<file path="config.mk">
export PLATFORM = sky130hd
export DESIGN_NAME = fft_result_reader
export DESIGN_NICKNAME = d
export VERILOG_FILES = /design/src/rtl/fft_result_reader.sv
export SDC_FILE = /design/constraint.sdc
export NUM_CORES = 1
export LEC_CHECK = 0
export CAP_MARGIN = 20
export CORE_MARGIN = 2
export CORE_UTILIZATION = 52
export DETAILED_ROUTE_END_ITERATION = 7
export PLACE_DENSITY = 0.83
export SLEW_MARGIN = 20
export SYNTH_ARGS = -nofsm -noshare
export SYNTH_HDL_FRONTEND = slang
export SYNTH_SLANG_ARGS = --single-unit
</file>
<file path="constraint.sdc">
create_clock -name iCLK -period 5.15 [get_ports iCLK]
set_clock_uncertainty 0.15 [all_clocks]
set_input_delay 1.03 -clock iCLK [delete_from_list [all_inputs] [get_ports iCLK]]
set_output_delay 1.03 -clock iCLK [all_outputs]
set_load 0.01 [all_outputs]
</file>
<file path="src/rtl/fft_result_reader.sv">
// Bank-major read-out sequencer for the four FFT result RAMs. It re-times the returned words
// through a credit-controlled FIFO and presents them as a valid/ready stream.
module fft_result_reader #(
  parameter int unsigned DW         = 16,
  parameter int unsigned AW         = 9,
  parameter int unsigned RD_LAT     = 2,
  parameter int unsigned FIFO_DEPTH = 4
) (
  input  logic            iCLK,
  input  logic            iRESET,
  input  logic            iRDY,
  input  logic [DW-1:0]   iDATA_RE_0,
  input  logic [DW-1:0]   iDATA_RE_1,
  input  logic [DW-1:0]   iDATA_RE_2,
  input  logic [DW-1:0]   iDATA_RE_3,
  output logic [AW-1:0]   oADDR_RD_0,
  output logic [AW-1:0]   oADDR_RD_1,
  output logic [AW-1:0]   oADDR_RD_2,
  output logic [AW-1:0]   oADDR_RD_3,
  output logic [DW-1:0]   oDATA,
  output logic [AW+1:0]   oINDEX,
  output logic            oVALID,
  input  logic            iREADY,
  output logic            oLAST,
  output logic            oBUSY,
  output logic            oDONE
);

  localparam int unsigned IW = AW + 2;
  localparam int unsigned PW = (FIFO_DEPTH > 1) ? $clog2(FIFO_DEPTH) : 1;
  localparam int unsigned CW = $clog2(FIFO_DEPTH + RD_LAT + 1) + 1;

  typedef enum logic [1:0] {StIdle, StRead, StDrain, StDone} state_e;

  state_e              state_q, state_d;
  logic                rdy_q;
  logic [IW-1:0]       rd_idx_q;
  logic [AW-1:0]       addr_hold_q;
  logic [RD_LAT-1:0]   dl_vld_q;
  logic [IW-1:0]       dl_idx_q [RD_LAT];
  logic [DW-1:0]       fifo_data_q [FIFO_DEPTH];
  logic [IW-1:0]       fifo_idx_q [FIFO_DEPTH];
  logic [PW-1:0]       wr_ptr_q, rd_ptr_q;
  logic [CW-1:0]       occ_q, occ_d;

  logic                rdy_rise;
  logic                fifo_empty;
  logic                push, pop, issue;
  logic [CW-1:0]       inflight;
  logic [CW-1:0]       credit_used;
  logic [DW-1:0]       ret_data;
  logic [IW-1:0]       ret_idx;
  logic [AW-1:0]       addr_rd;

  assign rdy_rise   = iRDY & ~rdy_q;
  assign fifo_empty = (occ_q == '0);
  assign pop        = ~fifo_empty & iREADY;
  assign push       = dl_vld_q[RD_LAT-1];
  assign ret_idx    = dl_idx_q[RD_LAT-1];

  always_comb begin
    inflight = '0;
    for (int unsigned i = 0; i < RD_LAT; i++) begin
      inflight = inflight + CW'(dl_vld_q[i]);
    end
  end

  // A same-cycle pop already frees its slot, which keeps the stream gap-free at iREADY=1.
  assign credit_used = inflight + occ_q - CW'(pop);
  assign issue       = (state_q == StRead) && (credit_used < CW'(FIFO_DEPTH));
  assign occ_d       = occ_q + CW'(push) - CW'(pop);

  always_comb begin
    case (ret_idx[IW-1:AW])
      2'd0:    ret_data = iDATA_RE_0;
      2'd1:    ret_data = iDATA_RE_1;
      2'd2:    ret_data = iDATA_RE_2;
      default: ret_data = iDATA_RE_3;
    endcase
  end

  // State register and control counters.
  always_ff @(posedge iCLK) begin
    if (iRESET) begin
      state_q     <= StIdle;
      rdy_q       <= 1'b0;
      rd_idx_q    <= '0;
      addr_hold_q <= '0;
      dl_vld_q    <= '0;
      wr_ptr_q    <= '0;
      rd_ptr_q    <= '0;
      occ_q       <= '0;
    end else begin
      state_q <= state_d;
      rdy_q   <= iRDY;
      if (issue) begin
        rd_idx_q    <= rd_idx_q + 1'b1;
        addr_hold_q <= rd_idx_q[AW-1:0];
      end
      dl_vld_q[0] <= issue;
      for (int unsigned i = 1; i < RD_LAT; i++) begin
        dl_vld_q[i] <= dl_vld_q[i-1];
      end
      if (push) begin
        wr_ptr_q <= (wr_ptr_q == PW'(FIFO_DEPTH - 1)) ? '0 : wr_ptr_q + 1'b1;
      end
      if (pop) begin
        rd_ptr_q <= (rd_ptr_q == PW'(FIFO_DEPTH - 1)) ? '0 : rd_ptr_q + 1'b1;
      end
      occ_q <= occ_d;
    end
  end

  // Payload storage needs no reset; the valid bits and pointers above qualify it.
  always_ff @(posedge iCLK) begin
    dl_idx_q[0] <= rd_idx_q;
    for (int unsigned i = 1; i < RD_LAT; i++) begin
      dl_idx_q[i] <= dl_idx_q[i-1];
    end
    if (push) begin
      fifo_data_q[wr_ptr_q] <= ret_data;
      fifo_idx_q[wr_ptr_q]  <= ret_idx;
    end
  end

  // Next-state logic. DRAIN looks one cycle ahead so DONE follows the last beat directly.
  always_comb begin
    state_d = state_q;
    case (state_q)
      StIdle:  if (rdy_rise) state_d = StRead;
      StRead:  if (issue && (&rd_idx_q)) state_d = StDrain;
      StDrain: if (credit_used == '0) state_d = StDone;
      StDone:  state_d = StIdle;
      default: state_d = StIdle;
    endcase
  end

  // Outputs.
  always_comb begin
    addr_rd = issue ? rd_idx_q[AW-1:0] : addr_hold_q;
    oVALID  = ~fifo_empty;
    oDATA   = fifo_empty ? '0 : fifo_data_q[rd_ptr_q];
    oINDEX  = fifo_empty ? '0 : fifo_idx_q[rd_ptr_q];
    oLAST   = ~fifo_empty & (&fifo_idx_q[rd_ptr_q]);
    oBUSY   = (state_q != StIdle);
    oDONE   = (state_q == StDone);
  end

  assign oADDR_RD_0 = addr_rd;
  assign oADDR_RD_1 = addr_rd;
  assign oADDR_RD_2 = addr_rd;
  assign oADDR_RD_3 = addr_rd;

endmodule

</file>
# Word-level counts from Yosys, hierarchy flattened
# Memories as Yosys holds them, arrays and structs flattened. A register that Yosys moved wholly into a read port is not among the register bits.
# Cells that the tools add are included.
[word_totals]
register_bits = 33
mem_bits_rw = 130
inputBits = 68
out_inout_bits = 67
word_cells = 61
n_memories = 3
[classes]
n_addsub = 8
n_lt_le_gt_ge = 1
eq_ne = 10
mux = 16
bitwise = 5
reduce_logical = 10
[mem_list]
columns = ["name", "depth", "word_bits", "read_ports", "rd_ports_with_merged_regs", "write_ports", "line", "rtl"]
rows = [
  ["fifo_data_q", 4, 16, 1, 1, 1, "41", "logic [DW-1:0] fifo_data_q [FIFO_DEPTH];"],
  ["fifo_idx_q", 4, 11, 1, 1, 1, "42", "logic [IW-1:0] fifo_idx_q [FIFO_DEPTH];"],
  ["dl_idx_q", 2, 11, 2, 0, 2, "40", "logic [IW-1:0] dl_idx_q [RD_LAT];"],
]
[ops]
columns = ["op", "n"]
rows = [
  ["$pmux 16 s3", 1],
  ["$reduce_and 11->1", 2],
  ["$mux 2", 9],
  ["$mux 16", 1],
  ["$add 11x1->11 const B", 1],
  ["$mux 11", 1],
  ["$eq 2x2->1 const B", 5],
  ["$mux 9", 1],
  ["$logic_not 4->1", 2],
  ["$pmux 2 s4", 1],
  ["$sub 4x1->4", 2],
  ["$add 2x1->2 const B", 2],
  ["$add 2x4->4", 1],
  ["$add 4x1->4", 1],
  ["$eq 2x1->1 const B", 2],
  ["$logic_not 2->1", 2],
  ["$lt 4x3->1 const B", 1],
  ["$ne 2x2->1 const B", 2],
  ["$and 1x1->1", 3],
  ["$reduce_and 3->1", 1],
  ["$add 1x1->2", 1],
  ["$logic_and 1x1->1", 2],
  ["$mux 1", 2],
  ["$ne 2x1->1 const B", 1],
  ["other kinds (2)", 3],
]

# Depth between registers and ports, before layout
# Gate-level depths: netlist of the first run.
[depth]
depth_word = 9
depth_mapped = 14
depth_no_buf = 13

# Least setup slack after synthesis of the first run
# No wires, ideal clock.
[synth_path]
kind = "input to output"
startpoint = "input iREADY"
endpoint = "output oADDR_RD_1[0]"
arrival_ps = 3287
slack_ps = 683
path_stages = 11
path_cell_list = "nand2b_1 xor2_1 fa_1 inv_1 fa_1 xor2_1 nand2b_1 nor3_1 buf_4 mux2_1 buf_4"
[synth_between]
elab_chain_cells = 5
[synth_lines]
columns = ["element", "line", "rtl"]
rows = [
  ["start: declaration", "23", "input logic iREADY,"],
  ["$and 1x1->1", "57", "assign pop = ~fifo_empty & iREADY;"],
  ["$sub 4x1->4", "69", "assign credit_used = inflight + occ_q - CW'(pop);"],
  ["$lt 4x3->1", "70", "assign issue = (state_q == StRead) && (credit_used < CW'(FIFO_DEPTH));"],
  ["$logic_and 1x1->1", "70", ""],
  ["$mux 9", "-", ""],
  ["end: declaration", "17", "output logic [AW-1:0] oADDR_RD_1,"],
]
# Every way passes these cells.

# Worst setup path in the final report of the first run
# Ends and elaborated chain as after synthesis.

==> results.sh, run 1 <==
export IMPL_use_met1_pct=23.3
export IMPL_dieWidth_um=120
export IMPL_r2r_cells=14
export IMPL_layout_drive_gt1_share_pct=21.4
export IMPL_syn_inst=434
export IMPL_cp_required_ns=3.97
export IMPL_post_route_util_pct=68.5
export IMPL_coreArea_sq_um=13200
export IMPL_synth_top_area_share_pct=46.4
export IMPL_clk_latency_ns=0.41
export IMPL_grt_pass1_vias=4230
export IMPL_fmax_ghz=0.209
export IMPL_ys_warn_count=0
export IMPL_synth_enable_flop_cells=108
export IMPL_critPathKind="input pin to output port"
export IMPL_grt_ovfl_total=0
export IMPL_synth_flop_cell="edfxtp_1"
export IMPL_rows=42
export IMPL_power_density_nw_per_um2=470
export IMPL_irDropWorstVdd_uv=299
export IMPL_drtIter0Drc=187
export IMPL_syn_avg_cell_area_sq_um=16.1
export IMPL_die_area_sq_um=14400
export IMPL_cts_root_buf="clkbuf_16"
export IMPL_ys_ff_latch=165
export IMPL_instances_no_fill=747
export IMPL_drv_slew=0
export IMPL_antenna_found_initial=0
export IMPL_numCtsBuffers=17
export IMPL_async_flop_share_pct=0
export IMPL_tightest_slew_ns=1.02
export IMPL_wl_per_cell_um=18.4
export IMPL_io_buffers=134
export IMPL_r2r_start="occ_q[2]"
export IMPL_vias_per_cell=5.39
export IMPL_clk_path_buf_depth=2
export IMPL_status="finished clean"
export IMPL_p_leak_uw=0.00327
export IMPL_h_tree_depth=4
export IMPL_dr_pass1_iters=4
export IMPL_period_share_pct=92.7
export IMPL_synthDistinctLibCells=42
export IMPL_hold_viol_final=0
export IMPL_vias=4030
export IMPL_final_nets=644
export IMPL_place_congestion=0.745
export IMPL_crit_chain="dlymetal6s2s_1 > nand2b_1 > xor2_2 > fa_2 > inv_1 > fa_1 > xor2_1 > nand2b_4 > nor3_2 > buf_4 > buf_4 > mux2_2 > dlygate4sd2_1"
export IMPL_fin_ws_ns=0.373
export IMPL_met3_usage_pct=5.70
export IMPL_synth_common_cells="edfxtp_1, dfxtp_1, mux4_2"
export IMPL_setup_violations_final=0
export IMPL_path_max_fanout=6
export IMPL_busiest_layer="met2"
export IMPL_drc=0
export IMPL_cp_slowest_stage_delay_ns=0.37
export IMPL_ios=135
export IMPL_nFillCells=874
export IMPL_hpwlAfterDp_mm=8.76
export IMPL_total_power_uw=4250
export IMPL_cts_tree="done"
export IMPL_ctsHoldBuffers=0
export IMPL_dp_cells=713
export IMPL_finalSetupTns_ns=0
export IMPL_relSlewSlack_pct=32.0
export IMPL_synth_area_sq_um=6990
export IMPL_yosysTopAreaCell="edfxtp_1"
export IMPL_grt_usage_pct=19.8
export IMPL_yosysSeqAreaShare_pct=62.7
export IMPL_cp_startpoint="iREADY"
export IMPL_critPathArrivalTime_ns=3.60
export IMPL_r2r_setup_slack_ns=1.65
export IMPL_cts_sinks=165
export IMPL_max_cap_viol_count=0
export IMPL_synth_area_leaders="edfxtp_1, dfxtp_1, mux4_2, buf_4, ha_1"
export IMPL_synth_most_common_cell="edfxtp_1"
export IMPL_antenna_cells=0
export IMPL_drt_total_wl_mm=13.8
export IMPL_syn_nets=520
export IMPL_path_common_cell="buf_4"
export IMPL_end_kind="output port"
export IMPL_timing_rr_end="state_q[0]"
export IMPL_cts_clk_slew_worst_paths_ns=0.06
export IMPL_startpoint_type="input pin"
export IMPL_syn2layout_area_growth_pct=29.2
export IMPL_grt_pass1_wl_mm=21.6
export IMPL_place_ws_ns=-0.138
export IMPL_rsz0062_at_grt="no"
export IMPL_slowest_stage="fa_1"
export IMPL_start_util_pct=53.0
export IMPL_crit_end="oADDR_RD_1[0]"
export IMPL_finalCriticalPeriod_ns=4.78
export IMPL_hold_path_class="register to register"
export IMPL_ant_nets=0
export IMPL_grt_max_degree=29
export IMPL_fp_dieH_um=120
export IMPL_grt_use_met2_pct=34.7
[logic make-up after synthesis]
| kind of cell | count (synthesis) | share of synthesized area, % |
|---|---|---|
| DFF | 165 | 62.7 |
| and+or+nand+nor | 94 | 7.68 |
| buffers and inverters | 65 | 5.08 |
| muxes | 56 | 15.9 |
| AOI/OAI and AO/OA | 22 | 3.35 |
| adders and majority gates | 18 | 3.54 |
| xor gates and xnor gates | 14 | 1.75 |
[cell type report]
cell class	instances	area, sq um	area share, %
Multi-Input combinational cell	204	2280	25.2
Sequential cell	165	4390	48.5
Inverter	19	71.3	0.789
Tap cell	176	220	2.44
Timing Repair Buffer	151	1430	15.9
Clock inverter	9	111	1.23
Clock buffer	23	533	5.90
[metrics by stage]
stage               hold slack (ns)  instance area [sq um]
floorplan                     0.160                   6990
global placement              0.162                   8390
detailed placement            0.162                   8390
CTS                           0.176                   8990
global route                  0.180                   9030
finish                        0.176                   9030
[routing by layer]
layer / up-vias / wire length, um / part of all wire, %
met5: - / 0 / 0
met4: 0 / 147 / 1.1
met3: 13 / 946 / 6.9
met2: 160 / 7220 / 52
met1: 2013 / 5460 / 40
li1: 1844 / - / -
[registers in the layout, summed over array words and instances, names as in the netlist, named ones only]
name,cells
rdy_q,1
wr_ptr_q,2
rd_ptr_q,2
state_q,2
fifo_idx_q,44
addr_hold_q,9
fifo_data_q,64
dl_vld_q,2
occ_q,4
dl_idx_q,22
rd_idx_q,11
[worst min-delay path by stage]
stage / start / end / cells after the start
5_1_grt: dl_idx_q[0][10] / dl_idx_q[0][21] / 0
6_report: dl_idx_q[0][9] / dl_idx_q[0][20] / 0
3_3_place_gp: dl_idx_q[0][4] / dl_idx_q[0][15] / 0
3_5_place_dp: dl_idx_q[0][3] / dl_idx_q[0][14] / 0
4_1_cts: dl_idx_q[0][9] / dl_idx_q[0][20] / 0
2_1_floorplan: dl_idx_q[0][0] / dl_idx_q[0][11] / 0
[cell usage in the layout (no fill, tap or decap), types with 3 or more instances in the layout]
master / synthesis / routed
edfxtp_1: 108 / 108
dlygate4sd2_1: 0 / 34
and2_1: 13 / 13
dfxtp_1: 57 / 56
a2111oi_2: 8 / 8
nor2b_1: 28 / 28
nor2_1: 23 / 23
nand3_1: 5 / 5
nand2_1: 4 / 4
clkbuf_16: 0 / 21
mux2_2: 1 / 8
clkinv_4: 0 / 3
dlymetal6s2s_1: 0 / 3
inv_1: 19 / 19
nand4_1: 5 / 5
xnor2_1: 11 / 11
clkdlybuf4s50_1: 0 / 97
buf_4: 28 / 17
a21oi_1: 3 / 3
mux2i_1: 4 / 4
ha_1: 15 / 15
mux4_2: 43 / 43
[worst max-delay path, delay by kind of cell]
kind | cells | cell delay (ns)
multiplexers | 1 | 0.37
adder cells (fa/ha/maj) | 2 | 0.59
buffers and inverters | 5 | 0.79
AND/OR/NAND/NOR | 3 | 0.44
XOR/XNOR | 2 | 0.37
[power by group]
group          internal (uW)  switching [uW]  total, uW
Clock                    831             484       1310
Sequential              1480            76.5       1550
Combinational            718             662       1380
[repair_timing]
item                       CTS  global route
setup endpoints to repair   36            36
setup buffers                0             2
resized for setup           40             8
(Power assumes the default switching activity.)
==> run 2, diff against run 1 <==
Settings changed: SLEW_MARGIN 20 to default.
==> results of run 2 <==
Same layout as run 1: the final DEF is identical, and so are final timing and power.
